==> src/rtl/execute_unit.sv <==
// execute_unit: EX stage of the 5-stage pipeline. Computes the ALU result, store
// data and branch/jump redirect, then registers them into the EX/ME register
// using valid/ready handshakes on both sides.
// Optional macro EXEC_MUL_EN: op 11 becomes an iterative shift-add multiply
// (one bit per cycle). Without it, op 11 is a single-cycle op that yields 0.
//
// state | meaning
// IDLE  | ready for a new instruction
// MUL   | shift-add multiply iterating (EXEC_MUL_EN only)
// DONE  | product ready, waiting for a free EX/ME slot (EXEC_MUL_EN only)
module execute_unit #(
  parameter int XLEN = 32
) (
  input  logic            clk,
  input  logic            reset,
  input  logic            ID_EX_valid,
  output logic            ID_EX_ready,
  input  logic [XLEN-1:0] ID_EX_pc,
  input  logic [XLEN-1:0] ID_EX_rs1_data,
  input  logic [XLEN-1:0] ID_EX_rs2_data,
  input  logic [XLEN-1:0] ID_EX_imm,
  input  logic [3:0]      ID_EX_alu_op,
  input  logic            ID_EX_alu_src,
  input  logic [2:0]      ID_EX_br_cond,
  input  logic            ID_EX_branch,
  input  logic            ID_EX_jal,
  input  logic            ID_EX_jalr,
  input  logic [4:0]      ID_EX_rd,
  input  logic            ID_EX_RegWrite,
  input  logic            ID_EX_MemRead,
  input  logic            ID_EX_MemWrite,
  input  logic            ID_EX_MemtoReg,
  input  logic            flush,
  output logic            EX_ME_valid,
  input  logic            ME_EX_ready,
  output logic [XLEN-1:0] EX_ME_ALU_result,
  output logic [XLEN-1:0] EX_ME_data,
  output logic [4:0]      EX_ME_rd,
  output logic            EX_ME_RegWrite,
  output logic            EX_ME_MemRead,
  output logic            EX_ME_MemWrite,
  output logic            EX_ME_MemtoReg,
  output logic            EX_branch_taken,
  output logic [XLEN-1:0] EX_branch_target
);

  logic [XLEN-1:0] op_b;
  logic [XLEN-1:0] alu_res;
  logic [XLEN-1:0] ex_result;
  logic [XLEN-1:0] redirect_pc;
  logic [4:0]      shamt;
  logic            cond_met;
  logic            redirect;
  logic            ex_me_free;
  logic            accept;
  logic            accept_direct;
  logic            in_idle;

  assign op_b        = ID_EX_alu_src ? ID_EX_imm : ID_EX_rs2_data;
  assign shamt       = op_b[4:0];
  assign ex_result   = (ID_EX_jal || ID_EX_jalr) ? (ID_EX_pc + XLEN'(4)) : alu_res;
  assign redirect    = ID_EX_jal || ID_EX_jalr || (ID_EX_branch && cond_met);
  assign redirect_pc = ID_EX_jalr ? ((ID_EX_rs1_data + ID_EX_imm) & {{(XLEN-1){1'b1}}, 1'b0})
                                  : (ID_EX_pc + ID_EX_imm);
  assign ex_me_free  = !EX_ME_valid || ME_EX_ready;
  assign ID_EX_ready = in_idle && ex_me_free;
  assign accept      = ID_EX_valid && ID_EX_ready && !flush;

`ifdef EXEC_MUL_EN
  typedef enum logic [1:0] {IDLE, MUL, DONE} state_t;
  localparam int CW = $clog2(XLEN);

  state_t          state;
  logic [XLEN-1:0] mul_acc;
  logic [XLEN-1:0] mul_mcand;
  logic [XLEN-1:0] mul_mplr;
  logic [CW-1:0]   mul_cnt;
  logic [XLEN-1:0] mul_data;
  logic [4:0]      mul_rd;
  logic            mul_regwrite;
  logic            mul_memread;
  logic            mul_memwrite;
  logic            mul_memtoreg;
  logic            mul_op;

  assign in_idle       = (state == IDLE);
  assign mul_op        = (ID_EX_alu_op == 4'd11);
  assign accept_direct = accept && !mul_op;
`else
  assign in_idle       = 1'b1;
  assign accept_direct = accept;
`endif

  // ALU: operation select on operand A and the muxed operand B
  always_comb begin
    alu_res = '0;
    case (ID_EX_alu_op)
      4'd0:    alu_res = ID_EX_rs1_data + op_b;
      4'd1:    alu_res = ID_EX_rs1_data - op_b;
      4'd2:    alu_res = ID_EX_rs1_data << shamt;
      4'd3:    alu_res = {{(XLEN-1){1'b0}}, ($signed(ID_EX_rs1_data) < $signed(op_b))};
      4'd4:    alu_res = {{(XLEN-1){1'b0}}, (ID_EX_rs1_data < op_b)};
      4'd5:    alu_res = ID_EX_rs1_data ^ op_b;
      4'd6:    alu_res = ID_EX_rs1_data >> shamt;
      4'd7:    alu_res = $unsigned($signed(ID_EX_rs1_data) >>> shamt);
      4'd8:    alu_res = ID_EX_rs1_data | op_b;
      4'd9:    alu_res = ID_EX_rs1_data & op_b;
      4'd10:   alu_res = op_b;
      default: alu_res = '0;
    endcase
  end

  // Branch condition compare on rs1 vs rs2
  always_comb begin
    cond_met = 1'b0;
    case (ID_EX_br_cond)
      3'd0:    cond_met = (ID_EX_rs1_data == ID_EX_rs2_data);
      3'd1:    cond_met = (ID_EX_rs1_data != ID_EX_rs2_data);
      3'd4:    cond_met = ($signed(ID_EX_rs1_data) <  $signed(ID_EX_rs2_data));
      3'd5:    cond_met = ($signed(ID_EX_rs1_data) >= $signed(ID_EX_rs2_data));
      3'd6:    cond_met = (ID_EX_rs1_data <  ID_EX_rs2_data);
      3'd7:    cond_met = (ID_EX_rs1_data >= ID_EX_rs2_data);
      default: cond_met = 1'b0;
    endcase
  end

  // EX/ME pipeline register, redirect pulse and multiply state machine
  always_ff @(posedge clk or negedge reset) begin
    if (!reset) begin
      EX_ME_valid      <= 1'b0;
      EX_ME_ALU_result <= '0;
      EX_ME_data       <= '0;
      EX_ME_rd         <= '0;
      EX_ME_RegWrite   <= 1'b0;
      EX_ME_MemRead    <= 1'b0;
      EX_ME_MemWrite   <= 1'b0;
      EX_ME_MemtoReg   <= 1'b0;
      EX_branch_taken  <= 1'b0;
      EX_branch_target <= '0;
`ifdef EXEC_MUL_EN
      state        <= IDLE;
      mul_acc      <= '0;
      mul_mcand    <= '0;
      mul_mplr     <= '0;
      mul_cnt      <= '0;
      mul_data     <= '0;
      mul_rd       <= '0;
      mul_regwrite <= 1'b0;
      mul_memread  <= 1'b0;
      mul_memwrite <= 1'b0;
      mul_memtoreg <= 1'b0;
`endif
    end else begin
      EX_branch_taken <= 1'b0;
      // Drain: side-effecting controls are cleared so a stale entry can do no harm
      if (ex_me_free) begin
        EX_ME_valid    <= 1'b0;
        EX_ME_RegWrite <= 1'b0;
        EX_ME_MemRead  <= 1'b0;
        EX_ME_MemWrite <= 1'b0;
      end
      if (accept_direct) begin
        EX_ME_valid      <= 1'b1;
        EX_ME_ALU_result <= ex_result;
        EX_ME_data       <= ID_EX_rs2_data;
        EX_ME_rd         <= ID_EX_rd;
        EX_ME_RegWrite   <= ID_EX_RegWrite;
        EX_ME_MemRead    <= ID_EX_MemRead;
        EX_ME_MemWrite   <= ID_EX_MemWrite;
        EX_ME_MemtoReg   <= ID_EX_MemtoReg;
        EX_branch_taken  <= redirect;
        EX_branch_target <= redirect_pc;
      end
`ifdef EXEC_MUL_EN
      case (state)
        IDLE: begin
          if (accept && mul_op) begin
            state        <= MUL;
            mul_acc      <= '0;
            mul_mcand    <= ID_EX_rs1_data;
            mul_mplr     <= op_b;
            mul_cnt      <= CW'(XLEN - 1);
            mul_data     <= ID_EX_rs2_data;
            mul_rd       <= ID_EX_rd;
            mul_regwrite <= ID_EX_RegWrite;
            mul_memread  <= ID_EX_MemRead;
            mul_memwrite <= ID_EX_MemWrite;
            mul_memtoreg <= ID_EX_MemtoReg;
          end
        end
        MUL: begin
          if (flush) begin
            state <= IDLE;
          end else begin
            if (mul_mplr[0]) mul_acc <= mul_acc + mul_mcand;
            mul_mcand <= mul_mcand << 1;
            mul_mplr  <= mul_mplr >> 1;
            if (mul_cnt == '0) state <= DONE;
            else mul_cnt <= mul_cnt - 1'b1;
          end
        end
        DONE: begin
          if (flush) begin
            state <= IDLE;
          end else if (ex_me_free) begin
            state            <= IDLE;
            EX_ME_valid      <= 1'b1;
            EX_ME_ALU_result <= mul_acc;
            EX_ME_data       <= mul_data;
            EX_ME_rd         <= mul_rd;
            EX_ME_RegWrite   <= mul_regwrite;
            EX_ME_MemRead    <= mul_memread;
            EX_ME_MemWrite   <= mul_memwrite;
            EX_ME_MemtoReg   <= mul_memtoreg;
          end
        end
        default: state <= IDLE;
      endcase
`endif
    end
  end

endmodule

==> config.mk <==
export PLATFORM = sky130hd
export DESIGN_NAME = execute_unit
export DESIGN_NICKNAME = d
export VERILOG_FILES = /design/src/rtl/execute_unit.sv
export SDC_FILE = /design/constraint.sdc
export NUM_CORES = 1
export LEC_CHECK = 0
export BUFFER_PORTS_ARGS = -buffer_cell sky130_fd_sc_hd__buf_4
export CORE_MARGIN = 1.5
export CORE_UTILIZATION = 40
export CTS_BUF_LIST = sky130_fd_sc_hd__clkbuf_2 sky130_fd_sc_hd__clkbuf_4 sky130_fd_sc_hd__clkbuf_8
export CTS_CLUSTER_DIAMETER = 150
export DETAILED_ROUTE_END_ITERATION = 8
export MAX_ROUTING_LAYER = met4
export PLACE_DENSITY = 0.66
export SYNTH_ARGS = -nofsm -noshare
export SYNTH_HDL_FRONTEND = slang
export SYNTH_SLANG_ARGS = --single-unit
==> constraint.sdc <==
create_clock -name clk -period 2.73 [get_ports clk]
set_input_delay 0.6825 -clock clk [delete_from_list [all_inputs] [get_ports clk]]
set_output_delay 0.6825 -clock clk [all_outputs]
set_load 0.02 [all_outputs]
# ---- Yosys cells after proc, flatten, opt, wreduce, memory -nomap -nowiden
# Cells that the tools add are included.
dict set report classes {
  bitwise 3
  magnitude_cmp 6
  n_shift 3
  eq_ne 17
  n_addsub 5
  reduce_logical 11
  mux 11
}
# operator count
set op_table {}
lappend op_table {{$pmux 32 s11} 1}
lappend op_table {{$lt 32x32->1} 4}
lappend op_table {{$add 32x32->32} 3}
lappend op_table {{$mux 32} 3}
lappend op_table {{$ge 32x32->1} 2}
lappend op_table {{$add 32x3->32 const B} 1}
lappend op_table {{$and 32x32->32} 1}
lappend op_table {{$eq 32x32->1} 1}
lappend op_table {{$ne 32x32->1} 1}
lappend op_table {{$or 32x32->32} 1}
lappend op_table {{$shl 32x5->32} 1}
lappend op_table {{$shr 32x5->32} 1}
lappend op_table {{$sshr 32x5->32} 1}
lappend op_table {{$sub 32x32->32} 1}
lappend op_table {{$xor 32x32->32} 1}
lappend op_table {{$eq 4x3->1 const B} 4}
lappend op_table {{$eq 3x3->1 const B} 4}
lappend op_table {{$eq 4x4->1 const B} 3}
lappend op_table {{$eq 4x2->1 const B} 2}
lappend op_table {{$mux 1} 6}
lappend op_table {{$pmux 1 s6} 1}
lappend op_table {{$eq 4x1->1 const B} 1}
lappend op_table {{$logic_not 4->1} 1}
lappend op_table {{$eq 3x1->1 const B} 1}
lappend op_table {{other kinds (5)} 10}
dict set report totals {
  register_bits 107
  output_inout_bits 108
}

# ---- Longest topological paths before layout
# Gate-level depths: netlist of the first run.
dict set report logic_depth {
  ltp_word 5
  ltp_mapped 19
}

# ---- Worst setup path before layout of the first run
# Ideal clock, no wire load.
dict set report synth_path {
  path_type {input-to-reg}
  startpoint {in ID_EX_alu_src}
  endpoint {reg EX_ME_ALU_result[23]}
  t_arrival_ps 4776
  required_ps 2665
  stages 15
  path_slack_ps -2111
  path_cell_list {buf_6 clkbuf_1 buf_1 clkbuf_1 mux2i_1 ha_1 or4_4 a21oi_2 o31ai_2 a211o_1 a31oi_2 a311oi_1 or4b_1 a31oi_1 o22a_1}
}
dict set report synth_via {
  elab_chain_len 4
  word_cells_on_any_way 11
  cone_classes {add/sub (2); shift (3); mux (3); bitwise (3)}
}
# item line_no
set synth_lines {}
lappend synth_lines {{from (decl)} 23} ;# input logic ID_EX_alu_src,
lappend synth_lines {{$mux 32 (*)} 59} ;# assign op_b = ID_EX_alu_src ? ID_EX_imm : ID_EX_rs2_data;
lappend synth_lines {{$sub 32x32->32 (tied with other cells)} 99} ;# 4'd1: alu_res = ID_EX_rs1_data - op_b;
lappend synth_lines {{$pmux 32 s11 (*)} 97} ;# case (ID_EX_alu_op)
lappend synth_lines {{$mux 32 (*)} 61} ;# assign ex_result = (ID_EX_jal || ID_EX_jalr) ? (ID_EX_pc + XLEN'(4)) : alu_res;
lappend synth_lines {{to (signal assigned)} 164} ;# EX_ME_ALU_result <= ex_result;
lappend synth_lines {{to (decl)} 36} ;# output logic [XLEN-1:0] EX_ME_ALU_result,
# Every way passes the cells marked *; elsewhere a longest branch is shown, timed or not.
# A chain may end at the register's enable or synchronous reset.

# ---- Worst setup path after layout of the first run
# Same ends and word-level chain as after synthesis.

==> results of run 1 <==
-- what timing repair did --
action / CTS / global route
resized for setup: 312 / 258
pin swaps: 119 / 155
buffers inserted: 50 / 53
cloned: 5 / 5
setup endpoints to repair: 50 / 49
-- cells by family (layout without fill, tap and decap cells) --
group           after synthesis  after routing  share of synthesized area [%]
compound gates              892            892                           31.6
xor+xnor                     96             96                           4.60
fa+ha+maj                   195            195                           13.5
buf+inv                     310           1353                           7.24
flops                       107            107                           14.6
mux                         154            154                           10.2
other cells                   0              2                              0
simple gates                742            742                           18.2
-- registers in the layout (all words and copies together), names as in the netlist --
| name | flops |
|---|---|
| EX_ME_ALU_result | 32 |
| EX_ME_MemRead | 1 |
| EX_ME_MemWrite | 1 |
| EX_ME_MemtoReg | 1 |
| EX_ME_RegWrite | 1 |
| EX_ME_data | 32 |
| EX_ME_rd | 5 |
| EX_ME_valid | 1 |
| EX_branch_taken | 1 |
| EX_branch_target | 32 |
-- area by class of cell --
class | count | area [um^2] | area share [%]
tap | 600 | 751 | 2.44
antenna | 2 | 5.00 | 0.0162
timing repair buffer | 1186 | 9750 | 31.6
sequential | 107 | 2680 | 8.69
inverter | 151 | 614 | 1.99
clock inverter | 6 | 55.1 | 0.179
multi-input combinational | 2079 | 16800 | 54.6
clock buffer | 10 | 131 | 0.426
-- worst min-delay path by stage --
stage,cells after the start,slack (ps),start,to
6_report,1,130,reset,EX_branch_target[6]
5_1_grt,1,130,reset,EX_ME_ALU_result[8]
4_1_cts,1,100,reset,EX_ME_ALU_result[12]
3_5_place_dp,2,460,EX_ME_rd[2],EX_ME_rd[2]
3_3_place_gp,2,460,EX_ME_rd[1],EX_ME_rd[1]
2_1_floorplan,0,390,reset,EX_ME_ALU_result[0]
-- stage by stage --
| stage | hold WS, ps | setup slack [ps] |
|---|---|---|
| finish | 134 | -765 |
| detailed placement | 464 | -1960 |
| global placement | 459 | -1930 |
| floorplan | 387 | -1380 |
| global route | 134 | -825 |
| CTS | 98.4 | -621 |
-- layout by cell type, fill, tap and decap left out, types with 22 or more instances in the layout --
cell / n
buf_4: 1080
nand2_1: 287
nor2_1: 179
a21oi_1: 159
o21ai_0: 150
ha_1: 132
inv_1: 130
dfrtp_1: 107
mux2i_1: 87
a21o_1: 61
o21ai_1: 57
buf_6: 57
xnor2_1: 54
nand3_1: 49
o22ai_1: 43
ha_4: 43
xor2_1: 40
o211ai_1: 38
nor3_1: 37
a21oi_2: 34
buf_12: 26
nand2b_1: 25
mux4_2: 24
o21ai_2: 23
a31oi_1: 23
mux2i_4: 22
-- layer usage --
layer  GRT usage (%)  up-vias  wire (um)
li1                -    11300          -
met1            59.6    12500      45000
met2            71.9     1792      50200
met3            9.99      479      12200
met4            26.9        0       8460
met5               -        -          0
-- where the power goes --
group	internal (mW)	switching, mW	total [mW]
combinational	3.70	4.39	8.09
sequential	1.88	0.283	2.17
clock	0.363	0.800	1.16
total	5.95	5.47	11.4
==> qor.yml, run 1 <==
timing:
  hold_viol_final: 0
  final_max_slew_viol_count: 0
  period_minus_slack_ps: 3490
  tns_ps: -15990
  rsz0062_at_grt: "yes"
  final-setup-viol-count: 43
  fin_crit_sh_pct: 128
  finClkSkew_ps: 23.0
  slew_headroom_pct: 51.5
  timing.fmax_mhz: 286
  tightest_slew_ps: 727
  worst_slack_ps: -765
setup_path:
  crit_path_max_incr_delay_ps: 500
  critical_path_class: "input port to flip-flop"
  cp_top_family: "compound AO/OA/AOI/OAI gates"
  reg2reg_setup_slack_ps: 100
  r2r-end: "EX_ME_ALU_result[6]"
  worstPathCellList: "buf_16, buf_8, o21ai_4, inv_2, ha_4, buf_6, or4_4, a21oi_4, buf_6, o31ai_4, a211o_1, a31oi_4, a311oi_2, or4b_1, a31oi_1, o22a_1"
  startpoint: "ID_EX_alu_src"
  crit_path_top_delay_cell: "or4_4"
  crit_path_start_kind: "input port"
  required_ps: 3170
  cp_num_buf_inv: 5
  critPathMostFrequentCell: "buf_6"
  crit_fanout: 5
  arrival_ps: 3940
  endpoint: "EX_ME_ALU_result[23]"
  worst-path-stages: 16
  reg2reg_depth: 9
  r2r-start: "EX_ME_valid"
  endpoint_kind: "flip-flop"
clock_tree:
  clock_latency_ps: 490
  htree_levels: 3
  cts_made_buffers: 9
  clockBufferDepth: 2
  root_buffer: "clkbuf_8"
  hold_buffers: 0
  cts.sink_count: 107
  clk_pin_slew_ps: 140
  cts_tree: "yes"
place:
  gp_congestion: 1.09
  placed_cells: 4031
  hpwl_mm: 89.3
  postPlaceCellArea_um2: 27200
  port-buffer-count: 260
synthesis:
  yosys.area.top_type: "dfrtp_1"
  synth_seq_cells: 107
  synth_cell_types: 92
  yosysSeqAreaShare_pct: 14.6
  syn-instance-count: 2496
  synthFlopType: "dfrtp_1"
  syn_area_per_cell_um2: 7.33
  syn_nets: 2844
  synth_common_cells: "nand2_1, o21ai_0, a21oi_1"
  synth_edf_count: 0
  synth.most_common_cell: "nand2_1"
  synth_area_um2: 18300
  synth_top_area_share_pct: 14.6
  yosys-top-cells-area: "dfrtp_1, ha_1, mux2i_1"
  async_flop_share_pct: 100
  yosysWarnings: 0
routing:
  postRouteAntennaNets: 0
  drtIter0Drc: 3572
  wl_per_cell_um: 28.0
  vias: 26000
  finalWirelength_mm: 116
  dr.pass1.iters: 6
  viasPerCell: 6.29
  drc: 0
floorplan:
  initial_core_util_pct: 40.4
  fp.dieH_um: 217
  num_io_pins: 261
  fp.dieW_um: 217
  dieArea_um2: 47000
  core_um2: 45300
  row_count: 78
cells_and_area:
  final_design_area_no_fill_um2: 30800
  stdcell_count: 4141
  area_growth_pct: 68.5
  nNetsFinal: 3882
  final_util_pct: 68.0
  drive_gt1_share_pct: 45.6
  fill_cells: 3748
flow_run:
  maxCapViolCount: 0
worst_hold_path:
  hold_class: "input port to async pin"
grt:
  grt_pass1_wl_mm: 162
  grt_use_total_pct: 47.8
  grt_overflow: 0
  antenna_found_initial: 2
  grt_pass1_vias: 24800
  grt_max_degree: 104
status:
  status: "finished with violations"
  violations: "negative setup slack"
power_and_ir_drop:
  powerDensity_nw_per_um2: 371
  leakagePower_nw: 14.4
  ir_worst_vdd_v: 0.000450
  power.total_mw: 11.4
(Power assumes the default switching activity.)
==> inputs of run 2 (changes only) <==
Settings changed: PLACE_DENSITY 0.66 to 0.68.
Clock period 2.73 ns to 3.1 ns, I/O delays scaled along.
==> qor.yml, run 2 (synthesis results as in run 1) <==
setup_path:
  endpoint_kind: "flip-flop"
  required_ps: 3490  # +320 ps
  crit_path_start_kind: "input port"
  crit_fanout: 11  # +6
  critical_path_class: "input port to flip-flop"
  arrival_ps: 3960  # +20 ps
place:
  gp_congestion: 1.09  # -0.28%
  postPlaceCellArea_um2: 26600  # -2.2%
  port-buffer-count: 260  # unchanged
  hpwl_mm: 83.2  # -6.9%
grt:
  grt_use_total_pct: 43.8  # -4.0 points
  grt_pass1_vias: 23700  # -4.4%
  grt_max_degree: 95  # -8.7%
  antenna_found_initial: 0  # -2
  grt_pass1_wl_mm: 150  # -7.5%
  grt_overflow: 0  # unchanged
cells_and_area:
  top_regs: "EX_ME_ALU_result (32), EX_ME_data (32), EX_branch_target (32)"
  final_design_area_no_fill_um2: 29100  # -5.7%
  area_growth_pct: 59.0
  drive_gt1_share_pct: 41.5  # -4.1 points
  nNetsFinal: 3781  # -2.6%
  final_common_cell: "buf_4"
  final_cell_mix: "buf_4, nand2_1, nor2_1, a21oi_1, o21ai_0"
  antenna_cells: 0  # -2
timing:
  finClkSkew_ps: 26.2  # +3.20 ps
  worst_slack_ps: -478  # +287 ps
  final_max_slew_viol_count: 0  # unchanged
  slew_headroom_pct: 46.9  # -4.6 points
  final-setup-viol-count: 31  # -28%
  fin_crit_sh_pct: 115
  tightest_slew_ps: 788  # +61.4 ps
  rsz0062_at_grt: "yes"
  period_minus_slack_ps: 3580
  timing.fmax_mhz: 280
  hold_viol_final: 0  # unchanged
routing:
  drtIter0Drc: 3341  # -6.5%
  drc: 0  # unchanged
  finalWirelength_mm: 105  # -9.4%
  wl_per_cell_um: 26.0  # -7.1%
  postRouteAntennaNets: 0  # unchanged
  viasPerCell: 6.21  # -1.2%
  dr.pass1.iters: 6  # unchanged
  vias: 25100  # -3.7%
floorplan:
  core_um2: 45300  # unchanged
  fp.dieW_um: 217  # unchanged
  row_count: 78  # unchanged
  fp.dieH_um: 217  # unchanged
  initial_core_util_pct: 40.4  # unchanged
  num_io_pins: 261  # unchanged
  dieArea_um2: 47000  # unchanged
power_and_ir_drop:
  powerDensity_nw_per_um2: 325  # -12%
  ir_worst_vdd_v: 0.000245  # -46%
  leakagePower_nw: 13.8  # -4.4%
  power.total_mw: 9.45  # -17%
clock_tree:
  clock_latency_ps: 480  # about the same
  hold_buffers: 0  # unchanged
  htree_levels: 3  # unchanged
  root_buffer: "clkbuf_8"
  cts_tree: "yes"
  clockBufferDepth: 2  # unchanged
  cts_made_buffers: 9  # unchanged
  cts.sink_count: 107  # unchanged
  clk_pin_slew_ps: 140  # about the same
status:
  violations: "negative setup slack"
  status: "finished with violations"
flow_run:
  maxCapViolCount: 0  # unchanged
worst_hold_path:
  hold_class: "input port to async pin"
[run 2: layer usage]
metal / vias up / GRT usage, % / share of wire, % / wire, um
met2: 1587 / 66.5 / 44 / 45900
met5: - / - / 0 / 0
met3: 312 / 6.81 / 10 / 11000
li1: 11100 / - / - / -
met1: 12100 / 58.0 / 41 / 42800
met4: 0 / 18.5 / 4.9 / 5170
[run 2: critical path, cell delays in order]
cell and delay, ps:
buf_8 90, buf_12 140, mux2i_4 370, inv_2 130, buf_6 140, fa_2 430
o21bai_4 170, o2111ai_4 150, a21oi_4 250, buf_6 140, a211oi_4 60, o21ai_1 170
buf_4 160, a221o_1 220, a211oi_2 120, nor2_1 100, o21ai_1 60, a211o_1 260
[run 2: worst paths after layout]
path                               startpoint                   end  slack [ps]  cells after the start
worst max-delay path            ID_EX_alu_src   EX_ME_ALU_result[0]        -480                     18
worst min-delay path                    reset   EX_branch_target[2]         130                      1
worst max register to register    EX_ME_valid   EX_ME_ALU_result[1]         500                      8
worst min register to register    EX_ME_rd[3]           EX_ME_rd[3]         490                      2
max in group asynchronous               reset  EX_ME_ALU_result[30]        2240                      2
min in group clk                  ID_EX_rd[4]           EX_ME_rd[4]         480                      3
[run 2: report_power, final]
group	internal (mW)	switching [mW]	leakage (nW)
Combinational	2.99	3.59	12.4
Clock	0.306	0.676	0.0897
Sequential	1.66	0.225	1.31
Total	4.96	4.49	13.8
[run 2: repair_timing]
item                                    in CTS  in global routing
resized for setup                          172                206
buffers inserted                            24                 25
gates cloned                                 3                  1
endpoints found under the setup margin      43                 46
pin swaps                                   49                 88
[run 2: final cells by class]
class                      count  area (um^2)
sequential                   107         2680
fill                        4030        16200
clock buffer                   9          124
timing repair buffer        1085         8670
clock inverter                 7         60.1
multi-input combinational   2079        16200
tap                          600          751
inverter                     151          607
[run 2: per-stage QoR]
stage               setup WS (ps)  utilization, %  std cells  setup TNS, ps  hold slack [ps]
detailed placement          -1310            58.7       3973         -41720              464
global placement            -1220            58.7       3973         -38550              457
global route                 -602            64.2       4038         -12130              138
finish                       -478            64.2       4038          -8900              131
CTS                          -468            61.5       4014          -7600              128
floorplan                   -1100               -       2496         -22450              479
